File: src/rtl/cw_arbiter.sv
// Two-master round-robin arbiter in front of the compressed-bus decompressor.
// A grant owns the bus for two header words plus a 1, 4 or 8 word data burst.
`timescale 1ns/1ps

module cw_arbiter #(
    parameter int unsigned RW = 16
) (
    input  logic          i_clk,
    input  logic          i_rst_n,

    input  logic [RW-1:0] m0_cw_io_i,
    input  logic          m0_cw_req,
    input  logic          m0_cw_dir,
    output logic [RW-1:0] m0_cw_io_o,
    output logic          m0_cw_ack,
    output logic          m0_cw_err,

    input  logic [RW-1:0] m1_cw_io_i,
    input  logic          m1_cw_req,
    input  logic          m1_cw_dir,
    output logic [RW-1:0] m1_cw_io_o,
    output logic          m1_cw_ack,
    output logic          m1_cw_err,

    output logic [RW-1:0] s_cw_io_o,
    output logic          s_cw_req,
    output logic          s_cw_dir,
    input  logic [RW-1:0] s_cw_io_i,
    input  logic          s_cw_ack,
    input  logic          s_cw_err,

    output logic          o_busy,
    output logic          o_owner
);

    typedef enum logic [1:0] {StIdle, StHdr0, StHdr1, StData} state_e;

    state_e      state_q;
    logic        owner_q;
    logic        rr_q;
    logic        busy_q;
    logic [2:0]  last_q;
    logic [2:0]  cnt_q;

    logic        m0_rq;
    logic        m1_rq;
    logic        grant_any;
    logic        grant_idx;
    logic [3:0]  hdr_len;
    logic [2:0]  len_last;
    logic        beat;

    // A request needs both req and the start bit of the header word.
    assign m0_rq     = m0_cw_req & m0_cw_io_i[0];
    assign m1_rq     = m1_cw_req & m1_cw_io_i[0];
    assign grant_any = m0_rq | m1_rq;
    assign grant_idx = (m0_rq & m1_rq) ? ~rr_q : m1_rq;
    assign hdr_len   = grant_idx ? m1_cw_io_i[7:4] : m0_cw_io_i[7:4];
    assign beat      = s_cw_ack | s_cw_err;

    // Stored as the index of the final beat so completion is a direct compare.
    always_comb begin
        if (hdr_len == 4'd0) begin
            len_last = 3'd0;
        end else if (hdr_len[0]) begin
            len_last = 3'd7;
        end else begin
            len_last = 3'd3;
        end
    end

    always_ff @(posedge i_clk or negedge i_rst_n) begin
        if (!i_rst_n) begin
            state_q <= StIdle;
            owner_q <= 1'b0;
            rr_q    <= 1'b1;
            busy_q  <= 1'b0;
            last_q  <= 3'd0;
            cnt_q   <= 3'd0;
        end else begin
            unique case (state_q)
                StIdle: begin
                    if (grant_any) begin
                        owner_q <= grant_idx;
                        last_q  <= len_last;
                        cnt_q   <= 3'd0;
                        busy_q  <= 1'b1;
                        state_q <= StHdr0;
                    end
                end
                StHdr0: begin
                    if (s_cw_ack) begin
                        state_q <= StHdr1;
                    end
                end
                StHdr1: begin
                    state_q <= StData;
                end
                StData: begin
                    // An error beat completes the word just like an ack; no early abort.
                    if (beat) begin
                        if (cnt_q == last_q) begin
                            state_q <= StIdle;
                            busy_q  <= 1'b0;
                            rr_q    <= owner_q;
                        end else begin
                            cnt_q <= cnt_q + 3'd1;
                        end
                    end
                end
                default: begin
                    state_q <= StIdle;
                end
            endcase
        end
    end

    always_comb begin
        s_cw_io_o  = '0;
        s_cw_req   = 1'b0;
        s_cw_dir   = 1'b0;
        m0_cw_io_o = '0;
        m0_cw_ack  = 1'b0;
        m0_cw_err  = 1'b0;
        m1_cw_io_o = '0;
        m1_cw_ack  = 1'b0;
        m1_cw_err  = 1'b0;
        if (state_q != StIdle) begin
            if (owner_q) begin
                s_cw_io_o  = m1_cw_io_i;
                s_cw_req   = m1_cw_req;
                s_cw_dir   = m1_cw_dir;
                m1_cw_io_o = s_cw_io_i;
                m1_cw_ack  = s_cw_ack;
                m1_cw_err  = s_cw_err;
            end else begin
                s_cw_io_o  = m0_cw_io_i;
                s_cw_req   = m0_cw_req;
                s_cw_dir   = m0_cw_dir;
                m0_cw_io_o = s_cw_io_i;
                m0_cw_ack  = s_cw_ack;
                m0_cw_err  = s_cw_err;
            end
        end
    end

    assign o_busy  = busy_q;
    assign o_owner = owner_q;

endmodule
File: config.mk
export PLATFORM = sky130hd
export DESIGN_NAME = cw_arbiter
export DESIGN_NICKNAME = d
export VERILOG_FILES = /design/src/rtl/cw_arbiter.sv
export SDC_FILE = /design/constraint.sdc
export NUM_CORES = 1
export LEC_CHECK = 0
export ABC_AREA = 1
export CAP_MARGIN = 20
export CORE_UTILIZATION = 28
export DETAILED_ROUTE_END_ITERATION = 16
export GPL_TIMING_DRIVEN = 0
export PLACE_DENSITY_LB_ADDON = 0.15
export SLEW_MARGIN = 20
export SYNTH_ARGS = -nofsm -noshare
export SYNTH_HDL_FRONTEND = slang
export SYNTH_SLANG_ARGS = --single-unit
File: constraint.sdc
create_clock -name i_clk -period 1.5 [get_ports i_clk]
set_input_delay 0.3 -clock i_clk [delete_from_list [all_inputs] [get_ports i_clk]]
set_output_delay 0.3 -clock i_clk [all_outputs]
set_load 0.02 [all_outputs]
# Yosys cells after proc, flatten, opt, wreduce, memory -nomap -nowiden
# Cells that the tools add are included.
[classes] addsub=1 n_eq_ne=9 muxes=35 n_bitwise=6 n_reduce_logical=9
[op_table] operator="$mux W16" n=6
[op_table] operator="$mux W1" n=16
[op_table] operator="$mux W3" n=5
[op_table] operator="$reduce_and A4 Y1" n=3
[op_table] operator="$ne A2 B2 Y1 const B" n=5
[op_table] operator="$mux W2" n=4
[op_table] operator="$pmux W2 S4" n=1
[op_table] operator="$pmux W3 S2" n=1
[op_table] operator="$eq A2 B2 Y1 const B" n=2
[op_table] operator="$logic_not A4 Y1" n=1
[op_table] operator="$mux W4" n=1
[op_table] operator="$reduce_bool A2 Y1" n=2
[op_table] operator="$add A3 B1 Y3 const B" n=1
[op_table] operator="$and A1 B1 Y1" n=3
[op_table] operator="$eq A3 B3 Y1" n=1
[op_table] operator="$reduce_and A3 Y1" n=1
[op_table] operator="$eq A2 B1 Y1 const B" n=1
[op_table] operator="$logic_not A2 Y1" n=1
[op_table] operator="$or A1 B1 Y1" n=2
[op_table] operator="$pmux W1 S2" n=1
[op_table] operator="$reduce_and A2 Y1" n=1
[op_table] operator="$not A1 Y1" n=1
[word_totals] register_bits=11 wordCells=66

# Logic depth before layout (Yosys ltp)
# Gate-level depths: netlist of run 1.
[logic_depth] depth_word=6 mapped_depth=8 mapped_depth_nobuf=8

# Worst setup path before layout of run 1
# No wires, ideal clock.
[synth_path] path_type="reg-to-output" startpoint="reg state_q[0]" endpoint="out s_cw_dir" arrival_ns=1.539 t_required_ns=1.200 path_slack_ns=-0.339 path_stages_with_launch=6 n_path_buf=1 path_cell_list="dfrtp_1 inv_1 ha_1 or2_1 buf_6 o21ai_0"
[synth_via] elab_chain_len=2
[synth_rtl] element="start, declared" line_no="38" text="state_e state_q;"
[synth_rtl] element="start signal, assigned" line_no="74" text="state_q <= StIdle;"
[synth_rtl] element="start signal, assigned" line_no="88" text="state_q <= StHdr0;"
[synth_rtl] element="start signal, assigned" line_no="93" text="state_q <= StHdr1;"
[synth_rtl] element="$reduce_bool A2 Y1" line_no="128" text="if (state_q != StIdle) begin"
[synth_rtl] element="$mux W1" line_no="128"
[synth_rtl] element="end, declared" line_no="27" text="output logic s_cw_dir,"
# Every way passes these cells.

# Final worst setup path of run 1
[layout_path] startpoint="reg state_q[0]" endpoint="out s_cw_io_o[10]"
[layout_via] elab_chain_len=2
[layout_rtl] element="$reduce_bool A2 Y1" line_no="128"
[layout_rtl] element="$mux W16" line_no="128"
[layout_rtl] element="end, declared" line_no="25" text="output logic [RW-1:0] s_cw_io_o,"
# Every way passes these cells.

==> results.py, run 1 <==
metrics = {
    "clock_network": {
        "cts_sinks": 10,
        "numCtsBuffers": 3,
        "ctsRootBufferMaster": "clkbuf_8",
        "h-tree-depth": 1,
        "cts_tree": "built",
        "clkLatencyLatePin_ns": 0.24,
        "clk_pin_slew_ns": 0.05,
        "clock_path_buffers": 2,
    },
    "outcome": {
        "violations": "setup timing",
        "status": "finished with violations",
    },
    "die": {
        "initial_utilization_pct": 29.7,
        "ios": 112,
        "row_count": 23,
        "die_w_microns": 67.6,
        "core_sq_um": 4060,
        "die_y_microns": 67.6,
        "die_area_sq_um": 4570,
    },
    "grt": {
        "antenna_found_initial": 0,
        "grt_pass1_wl_microns": 6740,
        "grt_pass1_vias": 1533,
        "grt_max_degree": 11,
        "overflow": 0,
        "track_usage_pct": 19.3,
    },
    "drt": {
        "wirelength_microns": 4630,
        "drt_iter0_markers": 31,
        "vias": 1728,
        "viasPerCell": 4.54,
        "drc": 0,
        "wl_per_cell_microns": 12.1,
        "antenna_left": 0,
        "dr.pass1.iters": 4,
    },
    "power": {
        "power_density_nw_per_um2": 2050,
        "p_leak_nw": 1.42,
        "vdd_ir_drop_max_v": 0.000897,
        "report.power.total_mw": 5.86,
    },
    "final_layout": {
        "drive_gt1_share_pct": 37.5,
        "nets": 393,
        "layout_commonest_cell": "clkdlybuf4s50_1",
        "final_cell_mix": "clkdlybuf4s50_1 (55), inv_1 (45), buf_6 (35)",
        "fin_area_sq_um": 2860,
        "area_growth_syn_to_layout_pct": 138,
        "antenna_cells_inserted": 0,
        "layout.cells.non_filler": 381,
    },
    "timing": {
        "rsz0062_at_grt": "yes",
        "period_share_pct": 129,
        "slew_headroom_pct": 68.3,
        "slew_violations": 0,
        "hold_viol": 0,
        "period_needed_ns": 1.93,
        "fmax_mhz": 518,
        "fin_worst_skew_ns": 0.00232,
        "setup_violations": 54,
        "worstMarginPinSlew_ns": 0.474,
        "fin_ws_ns": -0.431,
    },
    "logic_synthesis": {
        "netlist_instances": 207,
        "synth_area_per_cell_sq_um": 5.81,
        "syn_nets": 268,
        "ys_types": 21,
        "synthMuxAreaShare_pct": 0,
        "synth_top_family_by_area": "simple AND/OR/NAND/NOR gates",
        "synthXorXnorAreaFrac_pct": 1.46,
        "yosysTopAreaCell": "dfrtp_1",
        "syn_area_sq_um": 1200,
        "synthAdderAreaFrac_pct": 5.20,
        "ys_ff_latch": 10,
        "yosys.area.top_type_share_pct": 18.7,
        "synth_compound_area_share_pct": 13.4,
        "synthSimpleGateAreaFrac_pct": 37.6,
        "yosysSeqAreaShare_pct": 20.9,
        "ys_warn_count": 0,
        "yosys-top-cells-area": "dfrtp_1 (19%), inv_1 (15%), nor2_1 (15%)",
    },
    "placement": {
        "dpl.cell_count": 368,
        "portBuffers": 111,
        "gp_congestion": 0.814,
        "dp_hpwl_microns": 3620,
        "post-place-ws_ns": -0.805,
        "dpl_cell_area_sq_um": 2590,
    },
    "setup_path": {
        "reg2reg_from": "state_q[1]",
        "critPathLaunch": "state_q[0]",
        "path_max_fanout": 5,
        "cp-start-kind": "register",
        "worstPathArrival_ns": 1.63,
        "crit_path_end_kind": "output port",
        "critical_path_class": "reg2out",
        "worstPathRequired_ns": 1.20,
    },
    "flow_run": {
        "maxCapViolCount": 0,
    },
    "worst_hold_path": {
        "holdCritPathClass": "in2async",
    },
}
-- power breakdown --
| group | switching [mW] | internal, mW | total, mW |
|---|---|---|---|
| logic | 2.69 | 2.42 | 5.11 |
| clock network | 0.104 | 0.186 | 0.290 |
| registers | 0.0811 | 0.383 | 0.464 |
| total | 2.87 | 2.99 | 5.86 |
-- layout make-up --
| type | instances | area, sq um |
|---|---|---|
| buffer | 9 | 125 |
| clock buffer | 4 | 45.0 |
| fill | 344 | 1190 |
| inverter | 49 | 189 |
| multi-input combinational | 139 | 1000 |
| sequential | 10 | 251 |
| tap | 50 | 62.6 |
| timing repair buffer | 120 | 1190 |
-- worst paths after layout --
path                       depth (start not counted)       endpoint  slack, ns
setup reg to reg                                   9     state_q[0]       0.07
setup / recovery                                   7  s_cw_io_o[10]      -0.43
hold / removal                                     1        o_owner       0.39
min in group i_clk                                 2         o_busy       0.47
hold reg to reg                                    2         o_busy       0.47
max in group asynchronous                          1           rr_q       0.77
-- sequential cells by signal, indices dropped and copies added (netlist names) --
name / cells
cnt_q: 3
last_q: 2
o_owner: 1
rr_q: 1
state_q: 2
o_busy: 1
-- through the flow --
step	util [%]	hold WS (ns)	setup TNS, ns
2_1_floorplan	-	0.00441	-6.61
3_3_place_gp	63.9	0.459	-37.90
3_5_place_dp	63.9	0.462	-38.55
4_1_cts	67.9	0.396	-17.85
5_1_grt	70.6	0.410	-22.23
6_report	70.6	0.391	-18.28
-- critical path, stage by stage, from the launching register on --
cell and delay (ns):
dfrtp_1 0.37, inv_2 0.07, ha_4 0.17, or2_4 0.25, buf_6 0.14, buf_12 0.14, o21ai_4 0.12, buf_6 0.13
-- what timing repair did --
| action | CTS | global route |
|---|---|---|
| endpoints found under the setup margin | 55 | 61 |
| gates resized for setup | 321 | 27 |
| cloned | 2 | 0 |
| buffers inserted | 6 | 1 |
| pin swaps | 4 | 3 |
| hold buffers | 0 | 0 |
-- synthesized netlist by cell type --
cell      number
nor3_1         1
buf_6          5
o21a_1         1
ha_1           5
xnor2_1        2
o21ai_0        9
a21oi_1        1
inv_1         48
or2_1          1
dfrtp_1        9
nor2_1        48
nand4_1        3
o21ai_2        9
buf_2          2
dfstp_2        1
o22ai_1        2
nand3_1       26
clkbuf_1       2
nand2_1       30
o22ai_2        1
inv_2          1
-- per-layer routing --
metal,track usage [%],wire (microns),vias up
met5,0,0,-
met1,21.6,1670,771
li1,-,-,882
met3,7.26,528,5
met2,33.8,2400,70
met4,5.05,33,0
-- cells by family after synthesis --
logic type                 Yosys count
xor gates and xnor gates             2
adders and majority gates            5
and+or+nand+nor                    109
AOI/OAI and AO/OA                   23
DFF                                 10
buffers and inverters               58
Power figures use the tool's default switching activity.
==> run 2, diff against run 1 <==
- CORE_UTILIZATION: 28 -> 33
- clock period: 1.5 -> 2.4 ns (I/O delays scaled with it)
==> run 2 against run 1 <==
The flow now finishes without violations. Global-route usage rose by 2.2 points. Clock skew up 0.0026 ns. Total power shrank 57%. Hold slack improved by 0.086 ns. Design area shrank 21%. Sequential power down 38%. Utilization down 4.3 points. Critical endpoint is now s_cw_io_o[12]. Largest cell class unchanged. Highest routed layer unchanged.
==> results.py, run 2 (same netlist as run 1, synthesis figures left out) <==
metrics = {
    "setup_path": {
        "slowest_stage": "dfrtp_1",
        "critical_path_class": "reg2out",
        "cpPeakStageDelay_ns": 0.36,
        "cpMostUsedCell": "buf_6",
        "worstPathArrival_ns": 1.85,
        "path_max_fanout": 10,
        "worstPathRequired_ns": 1.92,
        "path_cells": "inv_1, ha_2, or2_1, buf_6, buf_6, o21ai_2, clkdlybuf4s15_2",
        "crit_path_end_kind": "output port",
        "cp-start-kind": "register",
        "reg2reg_depth": 8,
    },
    "final_layout": {
        "antenna_cells_inserted": 0,
        "drive_gt1_share_pct": 18.2,
        "fin_area_sq_um": 2260,
        "top_register": "cnt_q",
        "final_cell_mix": "clkdlybuf4s50_1 (57), inv_1 (48), nor2_1 (48)",
        "largest_reg_flops": 3,
        "area_growth_syn_to_layout_pct": 88.1,
        "layout_commonest_cell": "clkdlybuf4s50_1",
        "nets": 386,
        "nFillCells": 344,
        "reg.largest.list": "cnt_q x3, last_q x2, state_q x2",
    },
    "power": {
        "power_density_nw_per_um2": 1120,
        "report.power.total_mw": 2.53,
        "p_leak_nw": 1.28,
        "vdd_ir_drop_max_v": 0.000659,
    },
    "clock_network": {
        "clock_path_buffers": 2,
        "numCtsBuffers": 3,
        "cts_sinks": 10,
        "clkLatencyLatePin_ns": 0.28,
        "cts_tree": "built",
        "ctsRootBufferMaster": "clkbuf_4",
        "clk_pin_slew_ns": 0.06,
        "h-tree-depth": 1,
    },
    "drt": {
        "dr.pass1.iters": 4,
        "drt_iter0_markers": 48,
        "drc": 0,
        "antenna_left": 0,
        "wirelength_microns": 4120,
        "viasPerCell": 4.56,
        "wl_per_cell_microns": 11.1,
        "vias": 1688,
    },
    "flow_run": {
        "maxCapViolCount": 0,
    },
    "die": {
        "die_y_microns": 62.4,
        "core_sq_um": 3420,
        "ios": 112,
        "die_area_sq_um": 3890,
        "row_count": 21,
        "die_w_microns": 62.4,
        "initial_utilization_pct": 35.2,
    },
    "timing": {
        "slew_headroom_pct": 68.1,
        "fmax_mhz": 429,
        "holdWs_ns": 0.477,
        "slew_violations": 0,
        "fin_worst_skew_ns": 0.00489,
        "fin_ws_ns": 0.0707,
        "hold_viol": 0,
        "period_share_pct": 97.1,
        "period_needed_ns": 2.33,
        "rsz0062_at_grt": "no",
        "worstMarginPinSlew_ns": 0.477,
        "setup_violations": 0,
    },
    "grt": {
        "antenna_found_initial": 0,
        "grt_pass1_wl_microns": 6890,
        "track_usage_pct": 21.5,
        "grt_pass1_vias": 1549,
        "overflow": 0,
        "grt_max_degree": 11,
    },
    "placement": {
        "dpl_cell_area_sq_um": 2370,
        "portBuffers": 111,
        "gp_congestion": 0.825,
        "dp_hpwl_microns": 3470,
        "post-place-ws_ns": -0.203,
    },
    "outcome": {
        "status": "completed",
    },
    "worst_hold_path": {
        "min_path_cells": 2,
        "holdCritPathClass": "reg2reg",
    },
}
==> run 2: cell count changes in the layout (fill, tap and decap cells not counted), moves of 7 or more <==
cell / before / now
buf_2: 0 / 12
buf_4: 29 / 2
buf_6: 35 / 5
clkbuf_2: 1 / 19
dlygate4sd2_1: 1 / 18
nor2_1: 27 / 48
nor2_4: 17 / 0
o21ai_0: 2 / 9
o21ai_4: 9 / 0
==> run 2: where the power goes <==
| part | switching (mW) | total, mW | internal [mW] |
|---|---|---|---|
| combinational | 1.29 | 2.09 | 0.798 |
| clock | 0.0647 | 0.157 | 0.0924 |
| sequential | 0.0484 | 0.287 | 0.238 |
==> run 2: cell type report <==
class                      count  area [sq um]  share of cell area, %
buffer                         9          80.1                   3.54
clock buffer                   4          36.3                   1.60
inverter                      49           186                   8.23
multi-input combinational    139           697                   30.8
sequential                    10           251                   11.1
tap                           46          57.6                   2.54
timing repair buffer         113           956                   42.2
==> run 2: path summary, 6_finish.rpt <==
| check | from | endpoint | slack [ns] |
|---|---|---|---|
| setup / recovery | state_q[0] | s_cw_io_o[12] | 0.07 |
| hold / removal | o_busy | o_busy | 0.48 |
| setup reg to reg | state_q[0] | cnt_q[2] | 0.93 |
| hold reg to reg | o_busy | o_busy | 0.48 |
| max in group asynchronous | i_rst_n | rr_q | 1.52 |
| min in group asynchronous | i_rst_n | cnt_q[0] | 0.52 |
==> run 2: worst max-delay path, delay by kind of cell (launching register included) <==
family | cells | cell delay [ns]
compound gates | 1 | 0.11
fa+ha+maj | 1 | 0.24
buf+inv | 4 | 0.62
flops | 1 | 0.36
simple gates | 1 | 0.25
==> run 2: per-stage QoR <==
| stage | cells | util [%] | TNS, ns |
|---|---|---|---|
| 2_1_floorplan | 207 | - | 0 |
| 3_5_place_dp | 364 | 69.5 | -3.46 |
| 5_1_grt | 370 | 66.3 | 0 |
| 3_3_place_gp | 364 | 69.5 | -2.50 |
| 4_1_cts | 369 | 70.1 | 0 |
| 6_report | 370 | 66.3 | 0 |
==> run 2: layer usage <==
metal | vias up | global-route usage [%] | part of all wire [%]
li1 | 869 | - | -
met1 | 724 | 22.7 | 40
met2 | 83 | 40.8 | 49
met3 | 12 | 6.02 | 8.9
met4 | 0 | 6.69 | 2.4
met5 | - | 0 | 0
==> run 2: timing repair <==
action                     4_1_cts  5_1_grt
hold buffers                     0        0
setup endpoints to repair       54       54
resized for setup               91       49
setup buffers                    1        1
==> run 3, diff against run 2 <==
- SETUP_SLACK_MARGIN: not set -> 0.2
==> run 3 against run 2 <==
Cell count increased by 1.1%. Global-route usage is 0.39 points higher. Clock power is essentially flat. Combinational power rose by 13%. Design area rose by 4.6%. Critical path depth is the same. Sequential share of layout area fell by 0.49 points. Critical endpoint is now s_cw_io_o[9].
==> results.py, run 3 (same netlist as run 1, synthesis figures left out) <==
metrics = {
    "grt": {
        "overflow": 0,
        "grt_max_degree": 11,
        "grt_pass1_wl_microns": 7000,
        "track_usage_pct": 21.9,
        "grt_pass1_vias": 1569,
        "antenna_found_initial": 0,
    },
    "clock_network": {
        "clk_pin_slew_ns": 0.07,
        "clkLatencyLatePin_ns": 0.28,
        "h-tree-depth": 1,
        "cts_tree": "built",
        "ctsHoldBuffers": 0,
        "cts_sinks": 10,
        "numCtsBuffers": 3,
        "ctsRootBufferMaster": "clkbuf_4",
        "clock_path_buffers": 2,
    },
    "timing": {
        "fin_worst_skew_ns": 0.00584,
        "slew_violations": 0,
        "rsz0062_at_grt": "yes",
        "slew_headroom_pct": 68.9,
        "fmax_mhz": 460,
        "period_needed_ns": 2.18,
        "hold_viol": 0,
        "finalSetupTns_ns": 0,
        "period_share_pct": 90.7,
        "worstMarginPinSlew_ns": 0.466,
        "setup_violations": 0,
        "holdWs_ns": 0.475,
    },
    "setup_path": {
        "worstPathArrival_ns": 1.70,
        "r2r_end": "cnt_q[2]",
        "reg2reg_depth": 9,
        "r2r_slack_ns": 0.81,
        "reg2reg_from": "state_q[0]",
        "critical_path_class": "reg2out",
        "cp-start-kind": "register",
        "crit_path_end_kind": "output port",
        "path_max_fanout": 10,
        "worstPathRequired_ns": 1.92,
    },
    "drt": {
        "wl_per_cell_microns": 11.8,
        "wirelength_microns": 4420,
        "dr.pass1.iters": 4,
        "drc": 0,
        "antenna_left": 0,
        "drt_iter0_markers": 81,
        "viasPerCell": 4.59,
        "vias": 1718,
    },
    "final_layout": {
        "antenna_cells_inserted": 0,
        "top_register": "cnt_q",
        "final_core_util_pct": 69.4,
        "reg.largest.list": "cnt_q x3, last_q x2, state_q x2",
        "largest_reg_flops": 3,
        "final_cell_mix": "clkdlybuf4s50_1 (57), inv_1 (46), nor2_1 (44)",
        "nFillCells": 316,
        "area_growth_syn_to_layout_pct": 96.9,
        "layout_commonest_cell": "clkdlybuf4s50_1",
        "nets": 390,
        "drive_gt1_share_pct": 28.4,
    },
    "worst_hold_path": {
        "holdCritPathClass": "reg2reg",
        "worstHoldStart": "o_busy",
        "hold_end": "o_busy",
        "min_path_cells": 2,
    },
    "die": {
        "ios": 112,
        "die_y_microns": 62.4,
        "initial_utilization_pct": 35.2,
        "die_area_sq_um": 3890,
        "core_sq_um": 3420,
        "row_count": 21,
        "die_w_microns": 62.4,
    },
    "placement": {
        "dp_hpwl_microns": 3470,
        "portBuffers": 111,
        "gp_congestion": 0.825,
    },
    "power": {
        "vdd_ir_drop_max_v": 0.000706,
        "p_leak_nw": 1.29,
        "power_density_nw_per_um2": 1180,
        "report.power.total_mw": 2.81,
    },
    "outcome": {
        "status": "completed",
    },
    "flow_run": {
        "maxCapViolCount": 0,
    },
}
-- run 3: timing repair --
item / CTS / global route
endpoints found under the setup margin: 54 / 53
gates resized for setup: 208 / 48
pin swaps: 0 / 1
setup buffers: 2 / 4
-- run 3: how the worst max path moves through the flow --
| stage | startpoint | endpoint | slack (ns) |
|---|---|---|---|
| after floorplan | state_q[0] | s_cw_dir | 0.38 |
| after global placement | state_q[0] | s_cw_io_o[4] | -0.18 |
| after detailed placement | state_q[0] | s_cw_io_o[4] | -0.20 |
| after CTS | state_q[0] | s_cw_io_o[4] | 0.20 |
| after global routing | state_q[0] | s_cw_io_o[9] | 0.18 |
| final | state_q[1] | s_cw_io_o[9] | 0.22 |
-- run 3: routing by layer --
layer	global-route usage (%)	part of all wire, %	vias to the layer above
met2	41.8	51	92
met4	6.69	2.5	0
li1	-	-	875
met3	6.20	8.6	12
met1	23.0	38	739
met5	0	0	-
-- run 3: layout make-up --
type	instances	area, sq um	area share, %
timing repair buffer	117	1010	42.8
multi-input combinational	139	737	31.1
sequential	10	251	10.6
inverter	49	186	7.87
buffer	9	86.3	3.64
tap	46	57.6	2.43
clock buffer	4	36.3	1.53
-- run 3: power breakdown --
group          total (mW)  internal (mW)  switching (mW)
Sequential          0.289          0.238          0.0510
Clock               0.158         0.0924          0.0654
Combinational        2.36          0.989            1.37
Total                2.81           1.32            1.49
-- run 3: critical path, stage by stage, from the launching register on --
cell,delay (ns)
dfrtp_1,0.36
inv_2,0.06
ha_4,0.18
or2_1,0.23
buf_6,0.14
buf_8,0.15
o21ai_2,0.15
buf_6,0.14
-- run 3: per-stage QoR --
step / setup WS (ns) / instances / instance area [sq um]
after floorplan: 0.381 / 207 / 1200
after global placement: -0.179 / 364 / 2370
after detailed placement: -0.203 / 364 / 2370
after CTS: 0.196 / 370 / 2320
after global routing: 0.179 / 374 / 2370
final: 0.224 / 374 / 2370
